--- src/rtl/hog_sched_pkg.sv ---
// hog_sched_pkg: shared types and constants for the HOG scale-job scheduler.
// The job descriptor layout is {addr, img0x, img0y, scale_x, scale_y, scale_n}, MSB first.
package hog_sched_pkg;

  localparam int ADDR_W     = 32;
  localparam int IMG_W      = 16;
  localparam int SCALE_W    = 32;
  localparam int HOG_DESC_W = 160;

  typedef struct packed {
    logic [ADDR_W-1:0]  addr;
    logic [IMG_W-1:0]   img0x;
    logic [IMG_W-1:0]   img0y;
    logic [SCALE_W-1:0] scale_x;
    logic [SCALE_W-1:0] scale_y;
    logic [SCALE_W-1:0] scale_n;
  } hog_desc_t;

  // Number of set bits in a channel vector (at most 8 channels).
  function automatic logic [3:0] popcount8(input logic [7:0] v);
    logic [3:0] n;
    n = '0;
    for (int i = 0; i < 8; i++) begin
      n = n + 4'(v[i]);
    end
    return n;
  endfunction

endpackage

--- src/rtl/hog_sched_fifo.sv ---
// hog_sched_fifo: synchronous descriptor FIFO with a registered output stage.
// A written entry reaches rd_data one cycle after the write; level counts the
// memory entries plus the output register. flush empties everything.
module hog_sched_fifo #(
  parameter int W     = 160,
  parameter int DEPTH = 8,
  localparam int AW   = $clog2(DEPTH),
  localparam int LW   = AW + 1
) (
  input  logic          clk,
  input  logic          rst,
  input  logic          flush,
  input  logic          wr_en,
  input  logic [W-1:0]  wr_data,
  input  logic          rd_en,
  output logic [W-1:0]  rd_data,
  output logic          rd_valid,
  output logic          full,
  output logic          empty,
  output logic [LW-1:0] level
);

  logic [W-1:0]  mem [DEPTH];
  logic [AW-1:0] wr_ptr_q, wr_ptr_d;
  logic [AW-1:0] rd_ptr_q, rd_ptr_d;
  logic [LW-1:0] cnt_q, cnt_d;
  logic [W-1:0]  out_q, out_d;
  logic          out_vld_q, out_vld_d;
  logic          wr_ok, pop, load;

  assign level    = cnt_q + LW'(out_vld_q);
  assign full     = (level == LW'(DEPTH));
  assign empty    = (level == '0);
  assign rd_data  = out_q;
  assign rd_valid = out_vld_q;

  // Next-state: write into memory, refill the output register when it empties or is popped.
  always_comb begin
    wr_ok     = wr_en & ~full;
    pop       = rd_en & out_vld_q;
    load      = (cnt_q != '0) & (~out_vld_q | pop);
    wr_ptr_d  = wr_ptr_q + AW'(wr_ok);
    rd_ptr_d  = rd_ptr_q + AW'(load);
    cnt_d     = cnt_q + LW'(wr_ok) - LW'(load);
    out_vld_d = load | (out_vld_q & ~pop);
    out_d     = load ? mem[rd_ptr_q] : out_q;
    if (flush) begin
      wr_ptr_d  = '0;
      rd_ptr_d  = '0;
      cnt_d     = '0;
      out_vld_d = 1'b0;
    end
  end

  // Storage array, no reset needed: entries are only read after being written.
  always_ff @(posedge clk) begin
    if (wr_ok) begin
      mem[wr_ptr_q] <= wr_data;
    end
  end

  // Pointer, count and output register state.
  always_ff @(posedge clk or posedge rst) begin
    if (rst) begin
      wr_ptr_q  <= '0;
      rd_ptr_q  <= '0;
      cnt_q     <= '0;
      out_q     <= '0;
      out_vld_q <= 1'b0;
    end else begin
      wr_ptr_q  <= wr_ptr_d;
      rd_ptr_q  <= rd_ptr_d;
      cnt_q     <= cnt_d;
      out_q     <= out_d;
      out_vld_q <= out_vld_d;
    end
  end

endmodule

--- src/rtl/hog_scale_sched.sv ---
// hog_scale_sched: queues HOG scale-job descriptors and dispatches them
// round-robin to NUM_CH pipelines, tracking completions and raising a
// batch-done interrupt. Optional per-channel watchdog: HOG_SCHED_TIMEOUT_EN.
//
// Handshake: a descriptor is taken at a rising edge when push_valid=1 and
// push_ready=1 (and abort=0). push_ready reflects only the full state of the
// queue; a dispatch in the same cycle does not open a slot until next cycle.
module hog_scale_sched
  import hog_sched_pkg::*;
#(
  parameter int NUM_CH = 2,
  parameter int QDEPTH = 8,
  parameter int TO_W   = 24
) (
  input  logic                    aclk,
  input  logic                    arest,
  input  logic                    push_valid,
  output logic                    push_ready,
  input  logic [HOG_DESC_W-1:0]   push_desc,
  input  logic                    abort,
  output logic [NUM_CH-1:0]       ch_start,
  output logic [HOG_DESC_W-1:0]   ch_desc,
  input  logic [NUM_CH-1:0]       ch_done,
  output logic [NUM_CH-1:0]       ch_busy,
  input  logic [TO_W-1:0]         timeout_val,
  input  logic                    irq_clr,
  output logic                    irq_done,
  output logic [NUM_CH-1:0]       err_timeout,
  output logic                    err_spurious,
  output logic [$clog2(QDEPTH):0] q_level,
  output logic [15:0]             done_cnt
);

  localparam int CW = (NUM_CH > 1) ? $clog2(NUM_CH) : 1;

  logic                  fifo_full, fifo_empty, fifo_vld;
  logic [HOG_DESC_W-1:0] fifo_data;

  logic [NUM_CH-1:0]     busy_q, busy_d, busy_left;
  logic [NUM_CH-1:0]     start_q, sel_oh;
  logic [HOG_DESC_W-1:0] desc_q;
  logic [CW-1:0]         ptr_q, sel, cand;
  logic                  found, dispatch;
  logic [NUM_CH-1:0]     done_ok, to_hit;
  logic                  spur, irq_set;
  logic [15:0]           done_cnt_q, done_cnt_d;
  logic                  irq_q, irq_d;
  logic                  spur_q, spur_d;

  hog_sched_fifo #(
    .W     (HOG_DESC_W),
    .DEPTH (QDEPTH)
  ) u_fifo (
    .clk      (aclk),
    .rst      (arest),
    .flush    (abort),
    .wr_en    (push_valid & ~abort),
    .wr_data  (push_desc),
    .rd_en    (dispatch),
    .rd_data  (fifo_data),
    .rd_valid (fifo_vld),
    .full     (fifo_full),
    .empty    (fifo_empty),
    .level    (q_level)
  );

  // Round-robin pick: first idle channel starting after the last grant.
  always_comb begin
    sel   = ptr_q;
    found = 1'b0;
    cand  = '0;
    for (int k = 1; k <= NUM_CH; k++) begin
      cand = CW'((int'(ptr_q) + k) % NUM_CH);
      if (!found && !busy_q[cand]) begin
        found = 1'b1;
        sel   = cand;
      end
    end
  end

  // Dispatch, completion and interrupt next-state; busy_q is the registered
  // state so a channel freed this cycle is not eligible until the next one.
  always_comb begin
    done_ok    = ch_done & busy_q;
    spur       = |(ch_done & ~busy_q);
    dispatch   = fifo_vld & found & ~abort;
    sel_oh     = dispatch ? (NUM_CH'(1) << sel) : '0;
    busy_left  = busy_q & ~done_ok & ~to_hit;
    busy_d     = busy_left | sel_oh;
    irq_set    = (busy_q != '0) & (busy_left == '0) & fifo_empty & ~dispatch;
    done_cnt_d = done_cnt_q + 16'(popcount8(8'(done_ok)));
    irq_d      = irq_set | (irq_q & ~irq_clr);
    spur_d     = spur | (spur_q & ~irq_clr);
  end

  // Channel ownership, start pulse, descriptor, counters and sticky flags.
  always_ff @(posedge aclk or posedge arest) begin
    if (arest) begin
      busy_q     <= '0;
      start_q    <= '0;
      desc_q     <= '0;
      ptr_q      <= CW'(NUM_CH - 1);
      done_cnt_q <= '0;
      irq_q      <= 1'b0;
      spur_q     <= 1'b0;
    end else begin
      busy_q     <= busy_d;
      start_q    <= sel_oh;
      if (dispatch) begin
        desc_q <= fifo_data;
        ptr_q  <= sel;
      end
      done_cnt_q <= done_cnt_d;
      irq_q      <= irq_d;
      spur_q     <= spur_d;
    end
  end

`ifdef HOG_SCHED_TIMEOUT_EN
  logic [TO_W-1:0]   wd_cnt_q [NUM_CH];
  logic [NUM_CH-1:0] err_to_q;

  // Expiry when this busy cycle brings the count to timeout_val; a done in
  // the same cycle takes precedence and counts as a normal completion.
  always_comb begin
    to_hit = '0;
    for (int i = 0; i < NUM_CH; i++) begin
      if (busy_q[i] && !ch_done[i] && (timeout_val != '0) &&
          ((wd_cnt_q[i] + TO_W'(1)) == timeout_val)) begin
        to_hit[i] = 1'b1;
      end
    end
  end

  // Per-channel busy-cycle counters and sticky expiry flags.
  always_ff @(posedge aclk or posedge arest) begin
    if (arest) begin
      for (int i = 0; i < NUM_CH; i++) begin
        wd_cnt_q[i] <= '0;
      end
      err_to_q <= '0;
    end else begin
      for (int i = 0; i < NUM_CH; i++) begin
        if (sel_oh[i]) begin
          wd_cnt_q[i] <= '0;
        end else if (busy_q[i]) begin
          wd_cnt_q[i] <= wd_cnt_q[i] + TO_W'(1);
        end
      end
      err_to_q <= to_hit | (err_to_q & {NUM_CH{~irq_clr}});
    end
  end

  assign err_timeout = err_to_q;
`else
  logic unused_timeout;
  assign unused_timeout = ^timeout_val;
  assign to_hit         = '0;
  assign err_timeout    = '0;
`endif

  assign push_ready   = ~fifo_full;
  assign ch_start     = start_q;
  assign ch_desc      = desc_q;
  assign ch_busy      = busy_q;
  assign irq_done     = irq_q;
  assign err_spurious = spur_q;
  assign done_cnt     = done_cnt_q;

endmodule

--- config.mk ---
export PLATFORM = sky130hd
export DESIGN_NAME = hog_scale_sched
export DESIGN_NICKNAME = d
export VERILOG_FILES = /design/src/rtl/hog_sched_pkg.sv /design/src/rtl/hog_sched_fifo.sv /design/src/rtl/hog_scale_sched.sv
export SDC_FILE = /design/constraint.sdc
export NUM_CORES = 2
export LEC_CHECK = 0
export CAP_MARGIN = 5
export CORE_ASPECT_RATIO = 0.9
export CORE_MARGIN = 2
export CORE_UTILIZATION = 50
export CTS_BUF_LIST = sky130_fd_sc_hd__clkbuf_8
export DETAILED_ROUTE_END_ITERATION = 10
export GPL_TIMING_DRIVEN = 0
export HOLD_SLACK_MARGIN = 0.03
export PLACE_DENSITY_LB_ADDON = 0.15
export REMOVE_ABC_BUFFERS = 1
export SYNTH_ARGS = -nofsm -noshare
export SYNTH_HDL_FRONTEND = slang
export SYNTH_SLANG_ARGS = --single-unit
--- constraint.sdc ---
create_clock -name aclk -period 22.3 [get_ports aclk]
set_input_delay 4.46 -clock aclk [delete_from_list [all_inputs] [get_ports aclk]]
set_output_delay 4.46 -clock aclk [all_outputs]
set_load 0.005 [all_outputs]
==> results by group <==
CTS
  – Setup repair bufs after CTS: 0
  – Clock Tree Buf Depth: 4
  – H-tree depth: 5
  – Cts repair resizes: 0
  – CTS Hold Bufs: 0
  – TritonCTS Buffers: around 280
  – Clock transition at path regs: approximately 0.06 ns
  – CTS tree: built
  – CTS root buf: clkbuf_8
  – Clk_lat worst skew: 0.96 ns
  – CTS Sinks: between 1,500 and 2,000

Timing
  – F_max: between 100 and 150 MHz
  – Final worst path period need: about 7.4 ns
  – Worst-Margin Slew: just over 0.9 ns
  – Worst relative slew slack: ~37%
  – RSZ-0062 raised after global routing: no
  – Final setup TNS: 0 ns
  – Slew Viols, Final: 0
  – Final Cycle Share: between 30% and 40%
  – Final Hold Fails: 0
  – Setup Viol. Count Final: 0
  – Clock skew: around 0.048 ns

Critical path
  – CP Depth: 5
  – CP peak stage delay: 0.49 ns
  – WP buf/inv: 1
  – Kind of critical path: reg -> out
  – Crit path DAT: roughly 2.9 ns
  – Worst EP required: 17.84 ns
  – Startpoint types: flop
  – Critical path's slowest cell: clkdlybuf4s50_1
  – Most frequent CP cell: ha_1
  – CP cell instances: ha_1 -> ha_1 -> xor2_1 -> a2111o_1 -> clkdlybuf4s50_1
  – Top delay family on crit path: buffers and inverters
  – Peak fanout along the critical path: 5
  – Crit end category: primary output
  – Reg2Reg Depth: 12

Placed design
  – Port bufs: 353
  – Final HPWL DP: slightly above 80,000 um
  – Gpl congestion: 0.751
  – Cell Area, Placed: about 70,000 um2
  – Placed cells: 4,975

Final layout
  – Fin cells: approximately 5,500
  – Share of final-layout standard cells stronger than drive strength 1: between 20% and 30%
  – Final instance area: 73,800 um2
  – Nets@finish: just under 4,000
  – Layout area overhead: 19.8%

Route
  – Via Count: ~30,000
  – Total Routed Length: roughly 140,000 um
  – Wire per inst: ~25 um
  – 1st-pass router iterations: 5
  – Post-DRT Antenna Nets: 0
  – DRC viols: 0
  – Iter 0 DRT Violations: between 2,000 and 2,500
  – Via density: approximately 5.6

Logic synthesis
  – Compound-Gate Fraction of Synth Area: 0.177%
  – Xor/xnor share of the synthesized area: less than 1%
  – Register bit total from synthesis: between 1,500 and 2,000
  – Synth Cell Area: 61,600 um2
  – Most frequent cell after synthesis: edfxtp_1
  – Seq/Total Area, Yosys: roughly three quarters
  – Adder-cell share of the synthesized area: 0.288%
  – Synth cell count leaders: 1,280 x edfxtp_1, 488 x nand2_1, 353 x dfrtp_1, 320 x mux2_2, 320 x mux4_2
  – Top cells by area, synth: edfxtp_1 62%, dfrtp_1 14%, mux4_2 12%
  – Mux share of post-synthesis cell area: ~18%
  – Post-synth EDFFs: 1,280
  – Total number of yosys warnings: 0
  – Synth top area share: between 60 and 70%
  – Cells after Synth: 3,026
  – Ys async rst share: 21.7%
  – Avg Cell Area, Syn: 20.4 um2
  – Dominant cell type by area after synthesis: edfxtp_1
  – Largest family of logic cells by synthesized area: multiplexers
  – Post-synth top flop: edfxtp_1
  – Synth Area in Simple Gates: 3.45%
  – Netlist cell types: 42

Global routing
  – GR Overflow Total: 0
  – Vias in the first global route: approximately 32,000
  – Pin count of the biggest net entering global routing: 108
  – Initial antenna violation count: 26
  – First-pass GRT wire length: 205,000 um
  – Tot GR Track Use: between 20% and 30%

Power
  – Pleak: 0.0260 uW
  – Pwr/cell area: between 100 and 150 nW/um2
  – VDD IR max: 0.0900 mV

Floorplanning
  – DIE WIDTH: 374 um
  – Initial Util: 50.3%
  – FP Rows: between 100 and 150
  – Die area: 126,000 um2
  – Die Y: 337 um
  – Core Box Area: ~120,000 um2
  – Io pins: 380

Outcome
  – Status: complete, no violations

Min path
  – WHS Path Cells: 2
  – Min-delay worst type: reg -> reg

Run
  – Max-Cap Viols: 0
## where the power goes
group | switching, uW | leakage (uW) | internal (uW)
Clock | 1130 | 0.00293 | 1260
Combinational | 914 | 0.00718 | 1240
Sequential | 221 | 0.0159 | 3660
## cells in the final DEF (no fill, tap or decap), types with 11 or more instances in the layout
cell                n
edfxtp_1         1280
nand2_1           488
clkdlybuf4s50_1   353
dfrtp_1           350
mux4_2            320
mux2_2            320
clkbuf_8          299
inv_1             131
buf_12             42
buf_6              41
buf_16             39
clkinv_1           26
clkinv_2           16
xnor2_1            12
ha_1               11
## sequential cells by signal (all words and copies together), names as in the netlist
| signal | cells |
|---|---|
| u_fifo.mem | 1280 |
| ch_desc | 160 |
| u_fifo.rd_data | 160 |
| done_cnt | 16 |
| u_fifo.cnt_q | 4 |
| u_fifo.rd_ptr_q | 3 |
| u_fifo.wr_ptr_q | 3 |
| ch_busy | 2 |
| ch_start | 2 |
| err_spurious | 1 |
| irq_done | 1 |
| ptr_q | 1 |
| u_fifo.rd_valid | 1 |
## through the flow
step	util (%)	setup slack (ns)	power [uW]	hold slack, ns
3_5_place_dp	56.2	14.30	6130	0.449
2_1_floorplan	-	5.85	5630	0.433
3_3_place_gp	54.1	-9.62	6740	0.443
5_1_grt	60.2	14.76	8840	0.472
6_report	60.2	14.91	8420	0.423
4_1_cts	60.2	14.80	8540	0.423
## worst reg2reg max path: cells and delay by family, from the launching register on
family / cells / cell delay [ns]
buffers and inverters: 6 / 1.12
AND/OR/NAND/NOR: 2 / 1.14
adder cells (fa/ha/maj): 2 / 0.47
XOR/XNOR: 1 / 0.27
flip-flops: 1 / 0.45
AO/OA/AOI/OAI: 1 / 0.25
## logic make-up (layout without fill, tap and decap cells)
| family | after synthesis | in the layout |
|---|---|---|
| flip-flops | 1634 | 1634 |
| multiplexers | 641 | 641 |
| AND/OR/NAND/NOR | 542 | 542 |
| buffers and inverters | 161 | 968 |
| XOR/XNOR | 19 | 19 |
| AO/OA/AOI/OAI | 15 | 15 |
| adder cells (fa/ha/maj) | 13 | 13 |
| other | 1 | 11 |
## cell type report
| cell class | count | area (um2) |
|---|---|---|
| repair buffers | 483 | 6010 |
| multi-input cells | 1232 | 13500 |
| well taps | 1612 | 2020 |
| flip-flops and latches | 1634 | 47300 |
| clock inverters | 172 | 778 |
| inverters | 14 | 60.1 |
| clock buffers | 299 | 4120 |
| diodes | 9 | 22.5 |
| fillers | 8746 | 48800 |
## worst paths after layout
check	start	slack [ns]	end
setup / recovery	u_fifo.rd_valid	14.91	push_ready
hold / removal	u_fifo.rd_data[60]	0.42	ch_desc[60]
setup reg to reg	u_fifo.rd_valid	18.32	u_fifo.mem[0][52]
hold reg to reg	u_fifo.rd_data[60]	0.42	ch_desc[60]
max in group asynchronous	arest	16.96	u_fifo.rd_ptr_q[0]
min in group asynchronous	arest	4.11	u_fifo.rd_data[35]
## per-layer routing
metal | GRT usage (%) | vias up | share of wire (%)
li1 | - | 13063 | -
met1 | 29.3 | 16096 | 42
met2 | 36.4 | 843 | 50
met3 | 5.48 | 248 | 6.1
met4 | 6.81 | 38 | 2.0
met5 | 0 | - | 0.18
Note: power is estimated with default switching activity, not from simulation.
